[config.mk]
export PLATFORM = sky130hd
export DESIGN_NAME = mux4_4b_arbiter_flat
export DESIGN_NICKNAME = d
export VERILOG_FILES = /design/src/rtl/mux4_4b_arbiter_pkg.sv /design/src/rtl/mux4_4b_arbiter_if.sv /design/src/rtl/mux4_4b_arbiter_mux.sv /design/src/rtl/mux4_4b_arbiter.sv /design/src/flat_wrapper.sv
export SDC_FILE = /design/constraint.sdc
export NUM_CORES = 1
export LEC_CHECK = 0
export BUFFER_PORTS_ARGS = -buffer_cell sky130_fd_sc_hd__buf_2
export CAP_MARGIN = 10
export CELL_PAD_IN_SITES_DETAIL_PLACEMENT = 2
export CELL_PAD_IN_SITES_GLOBAL_PLACEMENT = 2
export CORE_ASPECT_RATIO = 1.1
export CORE_MARGIN = 4
export CORE_UTILIZATION = 18
export DETAILED_ROUTE_END_ITERATION = 12
export HOLD_SLACK_MARGIN = 0.06
export MAX_ROUTING_LAYER = met4
export PLACE_DENSITY = 0.78
export SKIP_CTS_REPAIR_TIMING = 1
export SYNTH_ARGS = -nofsm -noshare
export SYNTH_HDL_FRONTEND = slang
export SYNTH_SLANG_ARGS = --single-unit
[constraint.sdc]
create_clock -name clk -period 1.1 [get_ports clk]
set_input_delay 0.165 -clock clk [delete_from_list [all_inputs] [get_ports clk]]
set_output_delay 0.165 -clock clk [all_outputs]
set_load 0.02 [all_outputs]
[src/rtl/mux4_4b_arbiter_pkg.sv]
// Shared types and sizing constants for the 4-requester, 4-bit output arbiter.
package mux4_4b_arbiter_pkg;

  localparam int NUM_REQ = 4;
  localparam int DATA_W  = 4;

  typedef logic [1:0] req_id_t;

endpackage

[src/rtl/mux4_4b_arbiter_if.sv]
// Handshake bundle between four producers, the arbiter and its single consumer.
interface mux4_4b_arbiter_if;
  import mux4_4b_arbiter_pkg::*;

  logic [NUM_REQ-1:0] in_val;
  logic [NUM_REQ-1:0] in_rdy;
  logic [DATA_W-1:0]  in0_data;
  logic [DATA_W-1:0]  in1_data;
  logic [DATA_W-1:0]  in2_data;
  logic [DATA_W-1:0]  in3_data;
  logic               out_val;
  logic               out_rdy;
  logic [DATA_W-1:0]  out_data;
  req_id_t            out_id;

  modport master (
    output in_val, in0_data, in1_data, in2_data, in3_data, out_rdy,
    input  in_rdy, out_val, out_data, out_id
  );

  modport slave (
    input  in_val, in0_data, in1_data, in2_data, in3_data, out_rdy,
    output in_rdy, out_val, out_data, out_id
  );

endinterface

[src/rtl/mux4_4b_arbiter_mux.sv]
// Four-way 4-bit data selector feeding the arbiter's output buffer.
module Mux4_4b_RTL
  import mux4_4b_arbiter_pkg::*;
(
  input  logic [DATA_W-1:0] in0,
  input  logic [DATA_W-1:0] in1,
  input  logic [DATA_W-1:0] in2,
  input  logic [DATA_W-1:0] in3,
  input  req_id_t           sel,
  output logic [DATA_W-1:0] out
);

  always_comb begin
    case (sel)
      2'd0:    out = in0;
      2'd1:    out = in1;
      2'd2:    out = in2;
      default: out = in3;
    endcase
  end

endmodule

[src/rtl/mux4_4b_arbiter.sv]
// Four-requester arbiter with a one-entry registered output buffer.
// Define MUX4_4B_ARBITER_ROUND_ROBIN_EN for round-robin; otherwise fixed priority (0 highest).
module mux4_4b_arbiter
  import mux4_4b_arbiter_pkg::*;
(
  input  logic               clk,
  input  logic               rst_n,
  mux4_4b_arbiter_if.slave   bus
);

  logic              full;
  logic [DATA_W-1:0] buf_data;
  req_id_t           buf_id;
  req_id_t           ptr;
  req_id_t           win;
  req_id_t           idx;
  logic              any_val;
  logic              can_acc;
  logic [NUM_REQ-1:0] rdy;
  logic              xfer_in;
  logic              xfer_out;
  logic [DATA_W-1:0] mux_out;

  // Scan from the far end back toward ptr so the last hit is the nearest one.
  always_comb begin
    win     = ptr;
    any_val = 1'b0;
    idx     = ptr;
    for (int k = NUM_REQ - 1; k >= 0; k--) begin
      idx = ptr + k[1:0];
      if (bus.in_val[idx]) begin
        win     = idx;
        any_val = 1'b1;
      end
    end
    can_acc = !full || bus.out_rdy;
    rdy     = '0;
    if (any_val && can_acc && rst_n)
      rdy[win] = 1'b1;
  end

  assign xfer_in  = |rdy;
  assign xfer_out = full && bus.out_rdy;

  Mux4_4b_RTL u_mux (
    .in0 (bus.in0_data),
    .in1 (bus.in1_data),
    .in2 (bus.in2_data),
    .in3 (bus.in3_data),
    .sel (win),
    .out (mux_out)
  );

  always_ff @(posedge clk or negedge rst_n) begin
    if (!rst_n) begin
      full     <= 1'b0;
      buf_data <= '0;
      buf_id   <= '0;
    end else if (xfer_in) begin
      full     <= 1'b1;
      buf_data <= mux_out;
      buf_id   <= win;
    end else if (xfer_out) begin
      full     <= 1'b0;
    end
  end

  always_ff @(posedge clk or negedge rst_n) begin
    if (!rst_n) begin
      ptr <= '0;
    end else begin
`ifdef MUX4_4B_ARBITER_ROUND_ROBIN_EN
      if (xfer_in)
        ptr <= win + 2'd1;
`else
      ptr <= '0;
`endif
    end
  end

  assign bus.in_rdy   = rdy;
  assign bus.out_val  = full;
  assign bus.out_data = buf_data;
  assign bus.out_id   = buf_id;

endmodule

[src/flat_wrapper.sv]
// flat-port wrapper written by rule: the top's interface ports become plain ports
module mux4_4b_arbiter_flat import mux4_4b_arbiter_pkg::*;
  (clk, rst_n, bus_in_val, bus_in0_data, bus_in1_data, bus_in2_data, bus_in3_data, bus_out_rdy, bus_in_rdy, bus_out_val, bus_out_data, bus_out_id);
  mux4_4b_arbiter_if bus_i ();
  input  logic clk;
  input  logic rst_n;
  input wire logic [$bits(bus_i.in_val)-1:0] bus_in_val;
  input wire logic [$bits(bus_i.in0_data)-1:0] bus_in0_data;
  input wire logic [$bits(bus_i.in1_data)-1:0] bus_in1_data;
  input wire logic [$bits(bus_i.in2_data)-1:0] bus_in2_data;
  input wire logic [$bits(bus_i.in3_data)-1:0] bus_in3_data;
  input wire logic [$bits(bus_i.out_rdy)-1:0] bus_out_rdy;
  output wire logic [$bits(bus_i.in_rdy)-1:0] bus_in_rdy;
  output wire logic [$bits(bus_i.out_val)-1:0] bus_out_val;
  output wire logic [$bits(bus_i.out_data)-1:0] bus_out_data;
  output wire logic [$bits(bus_i.out_id)-1:0] bus_out_id;
  assign bus_i.in_val = bus_in_val;
  assign bus_i.in0_data = bus_in0_data;
  assign bus_i.in1_data = bus_in1_data;
  assign bus_i.in2_data = bus_in2_data;
  assign bus_i.in3_data = bus_in3_data;
  assign bus_i.out_rdy = bus_out_rdy;
  assign bus_in_rdy = bus_i.in_rdy;
  assign bus_out_val = bus_i.out_val;
  assign bus_out_data = bus_i.out_data;
  assign bus_out_id = bus_i.out_id;
  mux4_4b_arbiter u_core (.clk(clk), .rst_n(rst_n), .bus(bus_i));
endmodule
==> impl_metrics.csv, run 1 <==
group,metric,value,unit
worst_setup_path,crit_path_end_kind,"primary output",
pwr,power,950.3,µW
die,die_area,0.003713,mm²
yosys,synth_area_per_cell,8.404,µm²
cts,cts_tree,"yes",
worst_hold_path,min_path_type,"in -> reg",
timing,holdWs,217.2,ps
yosys,yosysWarnings,0,
die,row_count,19,
placed_design,numPortBuffers,33,
cells_and_area,multiInputGateArea,327.8,µm²
global_route,antenna_found_initial,0,
cells_and_area,drive_gt1_frac,0.5664,
detailed_routing,wl_per_cell,16.25,µm
timing,worst_slew_pin_slew,290.5,ps
timing,min_period,1376,ps
global_route,gr-total-overflow,0,
cts,clock_sinks,7,
detailed_routing,routed_wl,2.340,mm
timing,slew_viol_final,0,
die,core-area,0.002591,mm²
worst_setup_path,path_class,"reg -> out",
die,die_w,58.47,µm
worst_setup_path,critPathMaxFanout,4,
global_route,track_usage,0.1249,
worst_setup_path,startpoint_type,"flip-flop",
timing,setup_viol,10,
outcome,status,"finished, violations left",
worst_setup_path,arrival,1210,ps
placed_design,dpl.cell_count,135,
cts,cts_buffers,3,
yosys,seq_area_frac_synth,0.3474,
pwr,leakagePower,0.4828,nW
detailed_routing,vias_per_cell,4.597,
yosys,synth_cells,60,
global_route,grt_pass1_vias,794,
yosys,syn_area,504.2,µm²
yosys,synthesis.nets,83,
timing,clock-skew-final,0.7614,ps
placed_design,hpwl,1.844,mm
global_route,grt_max_degree,9,
placed_design,place_congestion,0.7384,
cells_and_area,diodes,0,
timing,rsz0062_at_grt,"yes",
timing,hold_violations,0,
cts,cts_root_buffer,"clkbuf_4",
yosys,yosysUniqueCellTypes,19,
run,cap_violations,0,
cells_and_area,regArea,176.4,µm²
detailed_routing,drc,0,
cells_and_area,num-fill-cells,304,
timing,setup_ws,-275.5,ps
cts,cts.clk_slew.worst_paths,60,ps
cts,insertion_delay,250,ps
die,ioPinCount,34,
worst_setup_path,worstPathRequired,940,ps
global_route,grt_pass1_wl,3.512,mm
pwr,power_density,1026,mW/mm²
detailed_routing,firstDrtPassIters,2,
pwr,vdd_drop_max,629.8,µV
cells_and_area,nNetsFinal,137,
timing,final.period_utilization,1.250,
outcome,violations,"negative setup slack",
yosys,synth-seq-cells,7,
timing,fmax,727.0,MHz
cells_and_area,area_growth,83.62,%
die,initial_utilization,0.1946,
detailed_routing,vias,662,
cells_and_area,final_cells,144,
cts,htree_num_levels,1,
timing,slew_headroom,0.8055,
detailed_routing,drt.antenna.violating_nets,0,
cts,clk_path_buf_depth,2,
detailed_routing,drt-initial-drc-count,12,
die,die_y,63.51,µm
## cell type report
type / count / area share
Clock buffer: 4 / 0.02838
Multi-Input combinational cell: 45 / 0.3541
Tap cell: 31 / 0.04189
Sequential cell: 7 / 0.1905
Inverter: 5 / 0.02027
Timing Repair Buffer: 52 / 0.3649
## cells in the mapped netlist
cell type / number / area, µm²
a21oi_1: 13 / 65.06
and2_1: 1 / 6.260
and3_1: 3 / 18.77
buf_2: 1 / 5.000
buf_6: 1 / 11.26
clkbuf_1: 1 / 3.750
dfrtp_1: 7 / 175.2
inv_1: 5 / 18.77
mux2i_1: 4 / 40.04
nand2_1: 4 / 15.01
nand2b_1: 5 / 31.28
nand3_4: 1 / 17.52
nor2_1: 5 / 18.77
nor2b_1: 1 / 6.260
nor4b_2: 1 / 15.01
o221a_2: 1 / 11.26
o22a_1: 1 / 8.760
o22ai_1: 4 / 25.02
or4_4: 1 / 11.26
## through the flow
| step | cell area, µm² | utilization | setup TNS [ps] | setup WS, ps |
|---|---|---|---|---|
| finish | 925.9 | 0.3573 | -1438 | -275.5 |
| global route | 925.9 | 0.3573 | -1917 | -319.4 |
| CTS | 832.0 | 0.3211 | -1384 | -321.3 |
| detailed placement | 805.8 | 0.3110 | -1707 | -343.8 |
| global placement | 805.8 | 0.3110 | -1211 | -244.0 |
| floorplan | 526.8 | - | -807.1 | -174.3 |
## power breakdown
group	switching (mW)	internal, mW	total, mW
combinational	0.204	0.180	0.384
sequential	0.0236	0.299	0.323
clock	0.104	0.139	0.243
total	0.332	0.618	0.950
## logic make-up after synthesis
group / after synthesis / share of synthesized area
simple gates: 22 / 0.2779
compound gates: 19 / 0.2184
buf+inv: 8 / 0.07691
flops: 7 / 0.3474
mux: 4 / 0.07941
## cells in the final DEF, fill, tap and decap left out, drive strengths merged, types with 2 or more instances in the layout
master | synthesis | final
and3 | 3 | 3
dfrtp | 7 | 7
mux2i | 4 | 4
nor2 | 5 | 5
inv | 5 | 5
o22ai | 4 | 4
a21oi | 13 | 13
buf | 2 | 50
dlygate4sd3 | 0 | 2
clkbuf | 1 | 4
nand2b | 5 | 5
nand2 | 4 | 4
## final timing paths
check | cells past startpoint | from | slack (ps) | end
max in group asynchronous | 4 | rst_n | 410 | u_core.bus.out_data[1]
worst min register to register | 1 | u_core.bus.out_id[1] | 490 | u_core.bus.out_id[1]
worst max register to register | 5 | u_core.bus.out_val | -70 | u_core.bus.out_data[1]
worst min-delay path | 3 | bus_in1_data[0] | 220 | u_core.bus.out_data[0]
worst max-delay path | 4 | u_core.bus.out_val | -280 | bus_in_rdy[2]
min in group asynchronous | 2 | rst_n | 260 | u_core.bus.out_id[0]
## critical path: stages (launching register included)
cell	delay, ps
dfrtp_2	420
nand2b_4	90
and2_4	160
and3_4	180
buf_6	110
## routing by layer
layer  track usage  share of wire  vias to the layer above
met4       0.02609         0.0056                        0
met5             -              0                        -
met3       0.02857          0.050                        3
met1        0.1296           0.38                      318
met2        0.2332           0.56                       24
li1              -              -                      317
## registers in the layout, indices dropped and copies added, names as in the netlist
name,cells
u_core.bus.out_val,1
u_core.bus.out_id,2
u_core.bus.out_data,4
Note: power is estimated with default switching activity, not from simulation.
==> run 2: changes to the inputs <==
- CORE_UTILIZATION: 18 -> 19
- CTS_BUF_LIST: not set -> sky130_fd_sc_hd__clkbuf_2 sky130_fd_sc_hd__clkbuf_4 sky130_fd_sc_hd__clkbuf_8
- PLACE_DENSITY: 0.78 -> 0.82
- SETUP_SLACK_MARGIN: not set -> 0.1
==> impl_metrics.csv, run 2 (synthesis results as in run 1) <==
group,metric,value,unit
worst_setup_path,ff2ff_setup_slack,-140,ps
global_route,gr-total-overflow,0,
die,die_y,62.03,µm
placed_design,dpl.cell_count,133,
cts,insertion_delay,260,ps
detailed_routing,vias,661,
die,die_area,0.003543,mm²
detailed_routing,vias_per_cell,4.590,
die,die_w,57.12,µm
cts,clk_path_buf_depth,2,
pwr,vdd_drop_max,338.5,µV
worst_setup_path,startpoint_type,"flip-flop",
worst_hold_path,worst_hold_path.endpoint,"u_core.bus.out_data[1]",
global_route,grt_pass1_wl,3.049,mm
placed_design,place_ws,-326.0,ps
global_route,antenna_found_initial,0,
detailed_routing,wl_per_cell,15.55,µm
run,cap_violations,0,
cells_and_area,mostFrequentLayoutCells,"buf_2 (25), buf_4 (18), a21oi_1 (12), buf_6 (7), dfrtp_1 (6)",
worst_hold_path,min_path_type,"in -> reg",
worst_setup_path,crit_slowest_cell,"dfrtp_2",
cells_and_area,diodes,0,
timing,min_period,1354,ps
detailed_routing,drt-initial-drc-count,12,
cells_and_area,drive_gt1_frac,0.6018,
worst_setup_path,path_class,"reg -> out",
die,core-area,0.002520,mm²
cells_and_area,largest_reg_flops,4,
timing,worst_slew_pin_slew,358.5,ps
cells_and_area,area_growth,88.83,%
cts,htree_num_levels,1,
detailed_routing,drc,0,
worst_hold_path,holdPathStages,3,
worst_setup_path,critical-path-max-stage-delay,420,ps
global_route,grt_pass1_vias,698,
pwr,power_density,1061,mW/mm²
timing,fmax,738.8,MHz
placed_design,hpwl,1.631,mm
timing,hold_violations,0,
die,ioPinCount,34,
pwr,leakagePower,0.4896,nW
cts,cts.clk_slew.worst_paths,60,ps
outcome,status,"finished, violations left",
worst_setup_path,r2r-end,"u_core.bus.out_data[3]",
global_route,track_usage,0.1166,
worst_setup_path,path_cells,"nand2b_4 -> and2_4 -> and3_4 -> buf_6",
worst_setup_path,critPathMaxFanout,3,
die,initial_utilization,0.2001,
worst_setup_path,worstPathRequired,940,ps
cells_and_area,final_common_cell,"buf_2",
cells_and_area,nNetsFinal,137,
placed_design,numPortBuffers,33,
die,row_count,19,
worst_setup_path,reg2regPathDepth,6,
cts,clock_sinks,7,
placed_design,place_congestion,0.7495,
timing,setup_viol,9,
worst_hold_path,min_from,"bus_in1_data[1]",
outcome,violations,"negative setup slack",
timing,slew_headroom,0.7604,
cts,cts_tree,"yes",
timing,clock-skew-final,5.815,ps
cells_and_area,final_cells,144,
timing,setup_ws,-253.6,ps
timing,slew_viol_final,0,
worst_setup_path,arrival,1190,ps
global_route,grt_max_degree,9,
cts,cts_buffers,3,
detailed_routing,drt.antenna.violating_nets,0,
cts,cts_root_buffer,"clkbuf_4",
worst_setup_path,crit_path_end_kind,"primary output",
timing,rsz0062_at_grt,"yes",
worst_setup_path,timing.rr.start,"u_core.bus.out_val",
detailed_routing,routed_wl,2.239,mm
timing,finalSetupTns,-1440,ps
timing,final.period_utilization,1.231,
detailed_routing,firstDrtPassIters,2,
run 2: cell counts in the layout (fill, tap and decap cells not counted):
Identical to the previous run, type by type.
run 2: area by class of cell:
type                            instances  area, µm²
Clock buffer                            4      30.03
Inverter                                5      18.77
Multi-Input combinational cell         45      329.1
Sequential cell                         7      176.4
Tap cell                               31      38.79
Fill cell                             304       1568
Timing Repair Buffer                   52      359.1
run 2: worst max-delay path by stage:
stage,from,endpoint,slack (ps)
finish,u_core.bus.out_val,bus_in_rdy[2],-250
floorplan,bus_in_val[2],u_core.bus.out_data[0],-170
CTS,u_core.bus.out_val,bus_in_rdy[2],-310
global route,u_core.bus.out_val,bus_in_rdy[0],-310
detailed placement,bus_in_val[3],u_core.bus.out_data[2],-330
global placement,bus_in_val[3],u_core.bus.out_data[0],-240
run 2: stage by stage:
stage          power (mW)  cell area, µm²    util  hold WS [ps]
3_3_place_gp       0.6538           792.0  0.3143         87.21
6_report            1.011           952.2  0.3779         190.7
2_1_floorplan      0.5160           528.0       -        -130.6
4_1_cts            0.9414           822.0  0.3262        -179.6
5_1_grt             1.081           952.2  0.3779         205.3
3_5_place_dp       0.6669           792.0  0.3143         90.24
run 2: report_power, final:
group | internal (mW) | switching, mW
logic | 0.204 | 0.202
clock network | 0.164 | 0.115
registers | 0.299 | 0.0254
total | 0.667 | 0.343
run 2: worst max-delay path, delay by kind of cell (launching register included):
family,cells,cell delay (ps)
buffers and inverters,1,110
AND/OR/NAND/NOR,3,400
flip-flops,1,420
run 2: metal layers:
layer	vias to the layer above	GRT usage	share of wire
li1	318	-	-
met1	317	0.1340	0.38
met2	21	0.1941	0.56
met3	5	0.03719	0.054
met4	0	0.03974	0.0094
met5	-	-	0
